$ cat src/rtl/core_ls_lsu_ctrl_if.sv
// Data-memory bus between the LSU controller (master) and the memory (slave).
// Carries a valid/ready request channel and a valid-only response channel.
interface core_ls_lsu_ctrl_if #(
    parameter int XLEN    = 32,
    parameter int WMASK_W = 4
);
    logic               mem_req_valid;
    logic               mem_req_ready;
    logic [XLEN-1:0]    mem_req_addr;
    logic               mem_req_wen;
    logic [WMASK_W-1:0] mem_req_wmask;
    logic [XLEN-1:0]    mem_req_wdata;
    logic               mem_rsp_valid;
    logic [XLEN-1:0]    mem_rsp_rdata;
    logic               mem_rsp_err;

    modport master (
        output mem_req_valid, mem_req_addr, mem_req_wen, mem_req_wmask, mem_req_wdata,
        input  mem_req_ready, mem_rsp_valid, mem_rsp_rdata, mem_rsp_err
    );

    modport slave (
        input  mem_req_valid, mem_req_addr, mem_req_wen, mem_req_wmask, mem_req_wdata,
        output mem_req_ready, mem_rsp_valid, mem_rsp_rdata, mem_rsp_err
    );
endinterface

$ cat src/rtl/core_ls_lsu_ctrl.sv
// Load/store unit sequencing controller: accepts one operation at a time,
// lets the external alignment unit settle, runs one bus transaction guarded
// by a watchdog, then pulses the result (data, misalign or fault) for one cycle.
module core_ls_lsu_ctrl #(
    parameter int CORE_XLEN            = 32,
    parameter int CORE_LSU_INST_WIDTH  = 4,
    parameter int CORE_LSU_WMASK_WIDTH = 4,
    parameter int TIMEOUT_CYCLES       = 255,
    parameter int CNT_W                = 16
) (
    input  logic                            clk,
    input  logic                            rst,
    // execute-stage request
    input  logic                            req_valid,
    output logic                            req_ready,
    input  logic [CORE_LSU_INST_WIDTH-1:0]  req_inst,
    input  logic                            req_store,
    input  logic [CORE_XLEN-1:0]            req_addr,
    input  logic [CORE_XLEN-1:0]            req_wdata,
    // external combinational alignment unit
    output logic [CORE_LSU_INST_WIDTH-1:0]  al_inst,
    output logic [1:0]                      al_low_addr,
    output logic [CORE_XLEN-1:0]            al_wdata,
    output logic [CORE_XLEN-1:0]            al_rdata,
    input  logic [CORE_XLEN-1:0]            al_wdata_aligned,
    input  logic [CORE_LSU_WMASK_WIDTH-1:0] al_wmask,
    input  logic [CORE_XLEN-1:0]            al_rdata_aligned,
    input  logic                            al_unalign,
    // data-memory bus
    core_ls_lsu_ctrl_if.master              mem,
    // writeback side
    output logic                            rsp_valid,
    output logic [CORE_XLEN-1:0]            rsp_rdata,
    output logic                            rsp_misalign,
    output logic                            rsp_fault,
    output logic                            busy
);

    localparam logic [2:0] S_IDLE = 3'd0;
    localparam logic [2:0] S_CHK  = 3'd1;
    localparam logic [2:0] S_REQ  = 3'd2;
    localparam logic [2:0] S_WAIT = 3'd3;
    localparam logic [2:0] S_RESP = 3'd4;

    localparam logic [CNT_W-1:0] WDOG_LAST = CNT_W'(TIMEOUT_CYCLES - 1);

    logic [2:0]                      state;
    logic [CORE_LSU_INST_WIDTH-1:0]  inst_q;
    logic                            store_q;
    logic [CORE_XLEN-1:0]            addr_q;
    logic [CORE_XLEN-1:0]            wdata_q;
    logic [CORE_XLEN-1:0]            rdata_q;
    logic [CORE_LSU_WMASK_WIDTH-1:0] wmask_q;
    logic [CORE_XLEN-1:0]            bus_wdata_q;
    logic                            misalign_q;
    logic                            fault_q;
    logic [CNT_W-1:0]                wdog_q;

    // Sequencing FSM, exception flags and bus watchdog.
    always_ff @(posedge clk) begin
        // NOTE: sequential state uses non-blocking assignments so every register
        // samples pre-edge values regardless of statement order.
        if (rst) begin
            state      <= S_IDLE;
            misalign_q <= 1'b0;
            fault_q    <= 1'b0;
            wdog_q     <= '0;
        end else begin
            case (state)
                S_IDLE: if (req_valid) state <= S_CHK;
                S_CHK: begin
                    if (al_unalign) begin
                        misalign_q <= 1'b1;
                        state      <= S_RESP;
                    end else begin
                        state <= S_REQ;
                    end
                end
                S_REQ: begin
                    if (mem.mem_req_ready) begin
                        wdog_q <= '0;
                        state  <= S_WAIT;
                    end
                end
                S_WAIT: begin
                    wdog_q <= wdog_q + 1'b1;
                    // A response in the last watchdog cycle beats the timeout.
                    if (mem.mem_rsp_valid) begin
                        fault_q <= mem.mem_rsp_err;
                        state   <= S_RESP;
                    end else if (wdog_q == WDOG_LAST) begin
                        fault_q <= 1'b1;
                        state   <= S_RESP;
                    end
                end
                S_RESP: begin
                    misalign_q <= 1'b0;
                    fault_q    <= 1'b0;
                    state      <= S_IDLE;
                end
                default: state <= S_IDLE;
            endcase
        end
    end

    // Operand capture on accept, bus-lane latch after alignment, read-data capture.
    always_ff @(posedge clk) begin
        if (rst) begin
            inst_q      <= '0;
            store_q     <= 1'b0;
            addr_q      <= '0;
            wdata_q     <= '0;
            rdata_q     <= '0;
            wmask_q     <= '0;
            bus_wdata_q <= '0;
        end else begin
            if (state == S_IDLE && req_valid) begin
                inst_q  <= req_inst;
                store_q <= req_store;
                addr_q  <= req_addr;
                wdata_q <= req_wdata;
            end
            if (state == S_CHK && !al_unalign) begin
                wmask_q     <= store_q ? al_wmask : '0;
                bus_wdata_q <= al_wdata_aligned;
            end
            if (state == S_WAIT && mem.mem_rsp_valid && !mem.mem_rsp_err) begin
                rdata_q <= mem.mem_rsp_rdata;
            end
        end
    end

    assign req_ready   = (state == S_IDLE);
    assign busy        = (state != S_IDLE);

    assign al_inst     = inst_q;
    assign al_low_addr = addr_q[1:0];
    assign al_wdata    = wdata_q;
    assign al_rdata    = rdata_q;

    assign mem.mem_req_valid = (state == S_REQ);
    assign mem.mem_req_addr  = {addr_q[CORE_XLEN-1:2], 2'b00};
    assign mem.mem_req_wen   = store_q;
    assign mem.mem_req_wmask = wmask_q;
    assign mem.mem_req_wdata = bus_wdata_q;

    assign rsp_valid    = (state == S_RESP);
    assign rsp_rdata    = (state == S_RESP && !store_q && !misalign_q && !fault_q)
                          ? al_rdata_aligned : '0;
    assign rsp_misalign = misalign_q;
    assign rsp_fault    = fault_q;

endmodule

$ cat src/flat_wrapper.sv
// flat-port wrapper written by rule: the top's interface ports become plain ports
module core_ls_lsu_ctrl_flat 
#(
    parameter int CORE_XLEN            = 32,
    parameter int CORE_LSU_INST_WIDTH  = 4,
    parameter int CORE_LSU_WMASK_WIDTH = 4,
    parameter int TIMEOUT_CYCLES       = 255,
    parameter int CNT_W                = 16
)
  (clk, rst, req_valid, req_ready, req_inst, req_store, req_addr, req_wdata, al_inst, al_low_addr, al_wdata, al_rdata, al_wdata_aligned, al_wmask, al_rdata_aligned, al_unalign, rsp_valid, rsp_rdata, rsp_misalign, rsp_fault, busy, mem_mem_req_valid, mem_mem_req_addr, mem_mem_req_wen, mem_mem_req_wmask, mem_mem_req_wdata, mem_mem_req_ready, mem_mem_rsp_valid, mem_mem_rsp_rdata, mem_mem_rsp_err);
  core_ls_lsu_ctrl_if #(.XLEN(32), .WMASK_W(4)) mem_i ();
  input  logic clk;
  input  logic rst;
  input  logic req_valid;
  output logic req_ready;
  input  logic [CORE_LSU_INST_WIDTH-1:0] req_inst;
  input  logic req_store;
  input  logic [CORE_XLEN-1:0] req_addr;
  input  logic [CORE_XLEN-1:0] req_wdata;
  output logic [CORE_LSU_INST_WIDTH-1:0] al_inst;
  output logic [1:0] al_low_addr;
  output logic [CORE_XLEN-1:0] al_wdata;
  output logic [CORE_XLEN-1:0] al_rdata;
  input  logic [CORE_XLEN-1:0] al_wdata_aligned;
  input  logic [CORE_LSU_WMASK_WIDTH-1:0] al_wmask;
  input  logic [CORE_XLEN-1:0] al_rdata_aligned;
  input  logic al_unalign;
  output logic rsp_valid;
  output logic [CORE_XLEN-1:0] rsp_rdata;
  output logic rsp_misalign;
  output logic rsp_fault;
  output logic busy;
  output wire logic [$bits(mem_i.mem_req_valid)-1:0] mem_mem_req_valid;
  output wire logic [$bits(mem_i.mem_req_addr)-1:0] mem_mem_req_addr;
  output wire logic [$bits(mem_i.mem_req_wen)-1:0] mem_mem_req_wen;
  output wire logic [$bits(mem_i.mem_req_wmask)-1:0] mem_mem_req_wmask;
  output wire logic [$bits(mem_i.mem_req_wdata)-1:0] mem_mem_req_wdata;
  input wire logic [$bits(mem_i.mem_req_ready)-1:0] mem_mem_req_ready;
  input wire logic [$bits(mem_i.mem_rsp_valid)-1:0] mem_mem_rsp_valid;
  input wire logic [$bits(mem_i.mem_rsp_rdata)-1:0] mem_mem_rsp_rdata;
  input wire logic [$bits(mem_i.mem_rsp_err)-1:0] mem_mem_rsp_err;
  assign mem_mem_req_valid = mem_i.mem_req_valid;
  assign mem_mem_req_addr = mem_i.mem_req_addr;
  assign mem_mem_req_wen = mem_i.mem_req_wen;
  assign mem_mem_req_wmask = mem_i.mem_req_wmask;
  assign mem_mem_req_wdata = mem_i.mem_req_wdata;
  assign mem_i.mem_req_ready = mem_mem_req_ready;
  assign mem_i.mem_rsp_valid = mem_mem_rsp_valid;
  assign mem_i.mem_rsp_rdata = mem_mem_rsp_rdata;
  assign mem_i.mem_rsp_err = mem_mem_rsp_err;
  core_ls_lsu_ctrl #(.CORE_XLEN(CORE_XLEN), .CORE_LSU_INST_WIDTH(CORE_LSU_INST_WIDTH), .CORE_LSU_WMASK_WIDTH(CORE_LSU_WMASK_WIDTH), .TIMEOUT_CYCLES(TIMEOUT_CYCLES), .CNT_W(CNT_W)) u_core (.clk(clk), .rst(rst), .req_valid(req_valid), .req_ready(req_ready), .req_inst(req_inst), .req_store(req_store), .req_addr(req_addr), .req_wdata(req_wdata), .al_inst(al_inst), .al_low_addr(al_low_addr), .al_wdata(al_wdata), .al_rdata(al_rdata), .al_wdata_aligned(al_wdata_aligned), .al_wmask(al_wmask), .al_rdata_aligned(al_rdata_aligned), .al_unalign(al_unalign), .mem(mem_i), .rsp_valid(rsp_valid), .rsp_rdata(rsp_rdata), .rsp_misalign(rsp_misalign), .rsp_fault(rsp_fault), .busy(busy));
endmodule
$ cat config.mk
export PLATFORM = sky130hd
export DESIGN_NAME = core_ls_lsu_ctrl_flat
export DESIGN_NICKNAME = d
export VERILOG_FILES = /design/src/rtl/core_ls_lsu_ctrl_if.sv /design/src/rtl/core_ls_lsu_ctrl.sv /design/src/flat_wrapper.sv
export SDC_FILE = /design/constraint.sdc
export NUM_CORES = 1
export LEC_CHECK = 0
export BUFFER_PORTS_ARGS = -buffer_cell sky130_fd_sc_hd__buf_2
export CAP_MARGIN = 20
export CORE_AREA = 5 5 133 135
export CTS_CLUSTER_SIZE = 24
export DETAILED_ROUTE_END_ITERATION = 10
export DIE_AREA = 0 0 138 140
export PLACE_DENSITY = 0.75
export SETUP_SLACK_MARGIN = 0.15
export SLEW_MARGIN = 25
export SYNTH_ARGS = -nofsm -noshare
export SYNTH_HDL_FRONTEND = slang
export SYNTH_SLANG_ARGS = --single-unit
$ cat constraint.sdc
create_clock -name clk -period 5.8 [get_ports clk]
set_clock_uncertainty 0.1 [all_clocks]
set_input_delay 1.16 -clock clk [delete_from_list [all_inputs] [get_ports clk]]
set_output_delay 1.16 -clock clk [all_outputs]
set_load 0.05 [all_outputs]
==> flow_summary.yaml, run 1 <==
outcome:
  status: "completed"
critical_path:
  reg2reg_slack_ps: 3610
  max_stage_delay_ps: 550
  critical_path_arrival_ps: 2610
  crit_chain: "inv_1 -> nor3_1 -> nor4b_4 -> buf_6 -> and2_1 -> buf_2"
  crit_family: "simple AND/OR/NAND/NOR gates"
  crit_buf_inv: 3
  cp-end-kind: "primary output"
  critPathRequiredTime_ps: 4540
  path_max_fanout: 22
  criticalPathCategory: "register to primary output"
  start_kind: "register"
  cp_slowest_cell: "nor4b_4"
routing:
  viasPerCell: 4.80
  ant_nets: 0
  num_vias: 6391
  wl_per_cell_um: 15.5
  drt-total-wl_mm: 20.7
  drt-pass1-iter-count: 5
  drcViolationCount: 0
  drt_iter0_drc: 315
timing:
  slew_viol_final: 0
  fmax_mhz: 258
  hold_viol_final: 0
  grt_setup_unrepaired: "no"
  worst_pin_slew_ps: 766
  relSlewSlack: 0.489
  min_period_ps: 3870
  setup_tns_ps: 0
  finalSetupViolations: 0
  period_share: 0.668
synthesis:
  ys_seq_area_frac: 0.522
  synth_area_leaders: "dfxtp_1, nand2_1, a21oi_1"
  synth_area_sq_um: 6060
  ys_ff_latch: 158
  synth_area_per_cell_sq_um: 7.81
  synth_edf_count: 0
  ys_warn_count: 0
  ys_async_sr_fraction: 0
  synth_top_area_share: 0.522
  synth_top_area_cell: "dfxtp_1"
  synth_cell_type_count: 43
  synthCells: 776
  ys.flop_type: "dfxtp_1"
layout:
  layoutNonFillerInstCount: 1331
  register_area_sq_um: 3160
  multi_input_area_sq_um: 2660
  fill_cells: 1545
  areaGrowthSynthToFinish_pct: 42.8
  drive_above_1_share: 0.360
  fin_nets: 1275
clock_tree:
  htree_levels: 4
  clock_path_buffers: 2
  tritoncts: "done"
  clkLatencyLatePin_ps: 410
  clkTransAtPathRegs_ps: 60
  ctsHoldBuffers: 0
  ctsResizeCount: 0
  cts_sinks: 158
  cts_root_buf: "clkbuf_16"
  post_cts_buffers: 0
  cts_buffers: 17
grt:
  antenna_found_initial: 1
  grt_use_total: 0.203
  grt_pass1_vias: 6124
  grt_max_degree: 105
  grt_pass1_wl_mm: 32.0
  overflow: 0
hold_path:
  holdCritPathClass: "register to register"
die:
  core_sq_um: 16300
  io_pins: 353
  die_w_um: 138
  dieArea_sq_um: 19300
  die_y_um: 140
  initial_utilization: 0.371
  core.rowCount: 47
pwr:
  powerDensity_nw_per_um2: 338
  ir_worst_vdd_v: 0.000216
  power_leakage_nw: 4.02
place:
  dpl.hpwl_mm: 15.5
  io_buffers: 350
  post-place-cells: 1298
  gp_congestion: 0.859
flow_run:
  max_cap_viol_count: 0
[synth_stat cells, types with 2 or more instances]
library cell  number
o21ai_0            7
nand3_1           13
dfxtp_1          158
nor2_1            12
nand3b_1           2
a311oi_1           4
o211ai_1           5
buf_2             11
clkbuf_2           3
nor3_1             4
buf_4              2
or4_4              2
a31oi_1            3
nand2_1          282
inv_1              5
and3b_1            2
and2_1            33
or3_1              7
ha_1               2
nand2b_1           3
nor3_2             2
clkbuf_1          41
a211oi_1           2
a21oi_1          150
nand4_1            3
[report_power, final]
group	switching, mW	internal, mW
Sequential	0.0278	1.13
Clock	0.456	0.867
Combinational	0.325	0.118
[per-stage QoR]
stage / worst slack, ps / instance area, sq um / util / hold slack [ps] / power, mW
CTS: 1870 / 8640 / 0.529 / 352 / 2.95
floorplan: 1710 / 6060 / - / 373 / 1.48
global placement: 2160 / 7930 / 0.485 / 337 / 1.62
global route: 1680 / 8650 / 0.529 / 365 / 3.03
detailed placement: 2330 / 7940 / 0.486 / 343 / 1.63
finish: 1930 / 8650 / 0.529 / 349 / 2.93
[tightest hold or removal path, cell delays in order (launching register included)]
cell and delay (ps):
dfxtp_1 310, nand2_1 50, a21oi_1 50
[layout by cell type (no fill, tap or decap), types with 5 or more instances in the layout]
cell type	netlist	layout
or3_1	7	6
and2_1	33	33
o21ai_0	7	7
buf_2	11	349
a21oi_1	150	150
dfxtp_1	158	158
o211ai_1	5	5
nand2_1	282	282
inv_1	5	5
bufinv_16	0	7
clkbuf_16	0	17
buf_4	2	8
nor2_1	12	12
nand3_1	13	13
[sequential cells by signal, indices dropped and copies added (netlist names), 3 cells and up]
name                      flops
u_core.addr_q                32
u_core.al_rdata              32
u_core.al_wdata              32
u_core.mem.mem_req_wdata     32
u_core.wdog_q                16
u_core.al_inst                4
u_core.mem.mem_req_wmask      4
u_core.state                  3
[cells by family (layout without fill, tap and decap cells)]
kind of cell	Yosys count	in the layout	synth area share
other	1	3	0.000619
DFF	158	158	0.522
adders and majority gates	2	2	0.00413
buffers and inverters	63	396	0.0444
muxes	1	1	0.00186
and+or+nand+nor	376	376	0.274
AOI/OAI and AO/OA	175	175	0.153
[per-layer routing]
layer | vias to the layer above | GRT usage | share of wire
met1 | 2850 | 0.221 | 0.38
li1 | 3201 | - | -
met2 | 300 | 0.356 | 0.50
met3 | 40 | 0.0675 | 0.086
met5 | - | 0 | 0
met4 | 0 | 0.0957 | 0.034
[path summary, 6_finish.rpt]
check / cells past startpoint / from / to
setup / recovery: 6 / u_core.state[2]$_SDFFE_PP0P_ / rsp_rdata[9]
hold / removal: 2 / u_core.al_rdata[26]$_SDFFE_PP0P_ / u_core.al_rdata[26]$_SDFFE_PP0P_
setup reg to reg: 5 / u_core.state[1]$_SDFFE_PP0P_ / u_core.addr_q[26]$_SDFFE_PP0P_
hold reg to reg: 2 / u_core.al_rdata[26]$_SDFFE_PP0P_ / u_core.al_rdata[26]$_SDFFE_PP0P_
[cell type report]
cell class | count | area share
clock inverters | 13 | 0.0299
repair buffers | 359 | 0.212
well taps | 220 | 0.0318
clock buffers | 19 | 0.0512
diodes | 1 | 0.000289
multi-input cells | 556 | 0.307
inverters | 5 | 0.00217
flip-flops and latches | 158 | 0.366
Note: power is estimated with default switching activity, not from simulation.
==> inputs of run 2 (changes only) <==
Clock period 5.8 ns to 3.77 ns, I/O delays scaled along.
==> flow_summary.yaml, run 2 (synthesized netlist as in run 1, its figures left out) <==
clock_tree:
  ctsResizeCount: 0
  tritoncts: "done"
  post_cts_buffers: 0
  clkLatencyLatePin_ps: 410
  cts_root_buf: "clkbuf_16"
  htree_levels: 4
  ctsHoldBuffers: 0
  clkTransAtPathRegs_ps: 60
  cts_buffers: 17
  cts_sinks: 158
  clock_path_buffers: 2
layout:
  fill_cells: 1613
  drive_above_1_share: 0.364
  final_cell_mix: "buf_2, nand2_1, dfxtp_1"
  mostFrequentLayoutCell: "buf_2"
  areaGrowthSynthToFinish_pct: 41.3
  fin_area_sq_um: 8560
  fin_nets: 1279
die:
  initial_utilization: 0.371
  die_y_um: 140
  dieArea_sq_um: 19300
  die_w_um: 138
  io_pins: 353
  core_sq_um: 16300
  core.rowCount: 47
grt:
  grt_pass1_vias: 6087
  gr-usage-met2: 0.372
  grt_pass1_wl_mm: 32.1
  grt_max_degree: 76
  grt_util_met3: 0.0743
  antenna_found_initial: 1
  grt-busiest-layer: "met2"
  grt_use_total: 0.204
  grt.met1_usage: 0.213
  overflow: 0
place:
  gp_congestion: 0.929
  dpl_cell_area_sq_um: 8000
  dpl.hpwl_mm: 15.8
  io_buffers: 350
flow_run:
  max_cap_viol_count: 0
critical_path:
  critPathRequiredTime_ps: 2920
  r2r_start: "u_core.state[1]$_SDFFE_PP0P_"
  path_max_fanout: 32
  reg2reg_slack_ps: 1310
  rr_endpoint: "u_core.addr_q[21]$_SDFFE_PP0P_"
  crit_path_end: "rsp_rdata[5]"
  start_kind: "register"
  worstSetupPathDepth: 6
  r2r_cells: 5
  max_stage_delay_ps: 490
  crit_buf_inv: 3
  cp-end-kind: "primary output"
  cp_slowest_cell: "dfxtp_1"
  critPathLaunch: "u_core.state[2]$_SDFFE_PP0P_"
  crit_family: "buffers and inverters"
  critical_path_arrival_ps: 2350
  criticalPathCategory: "register to primary output"
  crit_chain: "inv_1 -> nor3_2 -> nor4b_4 -> buf_4 -> and2_1 -> buf_2"
routing:
  ant_nets: 0
  drcViolationCount: 0
  viasPerCell: 4.79
  wl_per_cell_um: 15.6
  drt-pass1-iter-count: 5
  drt_iter0_drc: 229
  num_vias: 6397
  drt-total-wl_mm: 20.8
pwr:
  seq_power_share: 0.434
  ir_worst_vdd_v: 0.000264
  powerDensity_nw_per_um2: 480
  power_switching_mw: 1.26
  p_sw_frac: 0.306
  power.internal_mw: 2.85
  p_comb_frac: 0.168
  p_clk_frac: 0.398
  power_leakage_nw: 3.97
outcome:
  status: "completed"
timing:
  setup_tns_ps: 0
  hold_viol_final: 0
  slew_viol_final: 0
  worst_pin_slew_ps: 944
  relSlewSlack: 0.369
  period_share: 0.850
  min_period_ps: 3200
  finalSetupViolations: 0
  grt_setup_unrepaired: "no"
  fmax_mhz: 312
hold_path:
  holdCritPathClass: "register to register"
run 2: stage by stage:
stage	setup slack (ps)	instances	utilization	hold slack [ps]	total power, mW
floorplan	585	777	-	373	2.28
global placement	1140	1302	0.489	336	2.51
detailed placement	987	1302	0.489	340	2.52
CTS	529	1334	0.524	349	4.16
global route	386	1335	0.524	362	4.28
finish	566	1335	0.524	349	4.11
run 2: power groups by stage:
stage	Clock [mW]	Combinational, mW	Sequential, mW
floorplan	0	0.225	2.05
global placement	0	0.691	1.82
detailed placement	0	0.695	1.82
CTS	1.68	0.696	1.78
global route	1.75	0.738	1.79
finish	1.63	0.691	1.78
run 2: metal layers:
layer,part of all wire,routed length (um),vias to the layer above
li1,-,-,3200
met1,0.37,7790,2884
met2,0.51,10600,274
met3,0.084,1750,39
met4,0.031,643,0
met5,0,0,-
run 2: layout make-up:
cell class	count	area, sq um	share of cell area
Inverter	5	18.8	0.00219
Antenna cell	1	2.50	0.000292
Multi-Input combinational cell	556	2660	0.311
Sequential cell	158	3160	0.369
Clock buffer	18	429	0.0501
Tap cell	220	275	0.0321
Clock inverter	14	134	0.0156
Timing Repair Buffer	363	1880	0.219
run 2: how the worst min path moves through the flow:
stage / endpoint / slack (ps) / startpoint / cells past startpoint
6_report: u_core.al_wdata[4]$_SDFFE_PP0P_ / 350 / u_core.al_wdata[4]$_SDFFE_PP0P_ / 2
3_5_place_dp: u_core.mem.mem_req_wmask[3]$_SDFFE_PP0P_ / 340 / u_core.mem.mem_req_wmask[3]$_SDFFE_PP0P_ / 2
2_1_floorplan: u_core.wdog_q[3]$_SDFFE_PP0P_ / 370 / u_core.wdog_q[3]$_SDFFE_PP0P_ / 2
5_1_grt: u_core.mem.mem_req_wmask[3]$_SDFFE_PP0P_ / 360 / u_core.mem.mem_req_wmask[3]$_SDFFE_PP0P_ / 2
3_3_place_gp: u_core.mem.mem_req_wmask[2]$_SDFFE_PP0P_ / 340 / u_core.mem.mem_req_wmask[2]$_SDFFE_PP0P_ / 2
4_1_cts: u_core.mem.mem_req_wmask[3]$_SDFFE_PP0P_ / 350 / u_core.mem.mem_req_wmask[3]$_SDFFE_PP0P_ / 2
run 2: worst min-delay path: cells and delay by family, from the launching register on:
family / cells / cell delay [ps]
AOI/OAI and AO/OA: 1 / 50
DFF: 1 / 300
and+or+nand+nor: 1 / 50
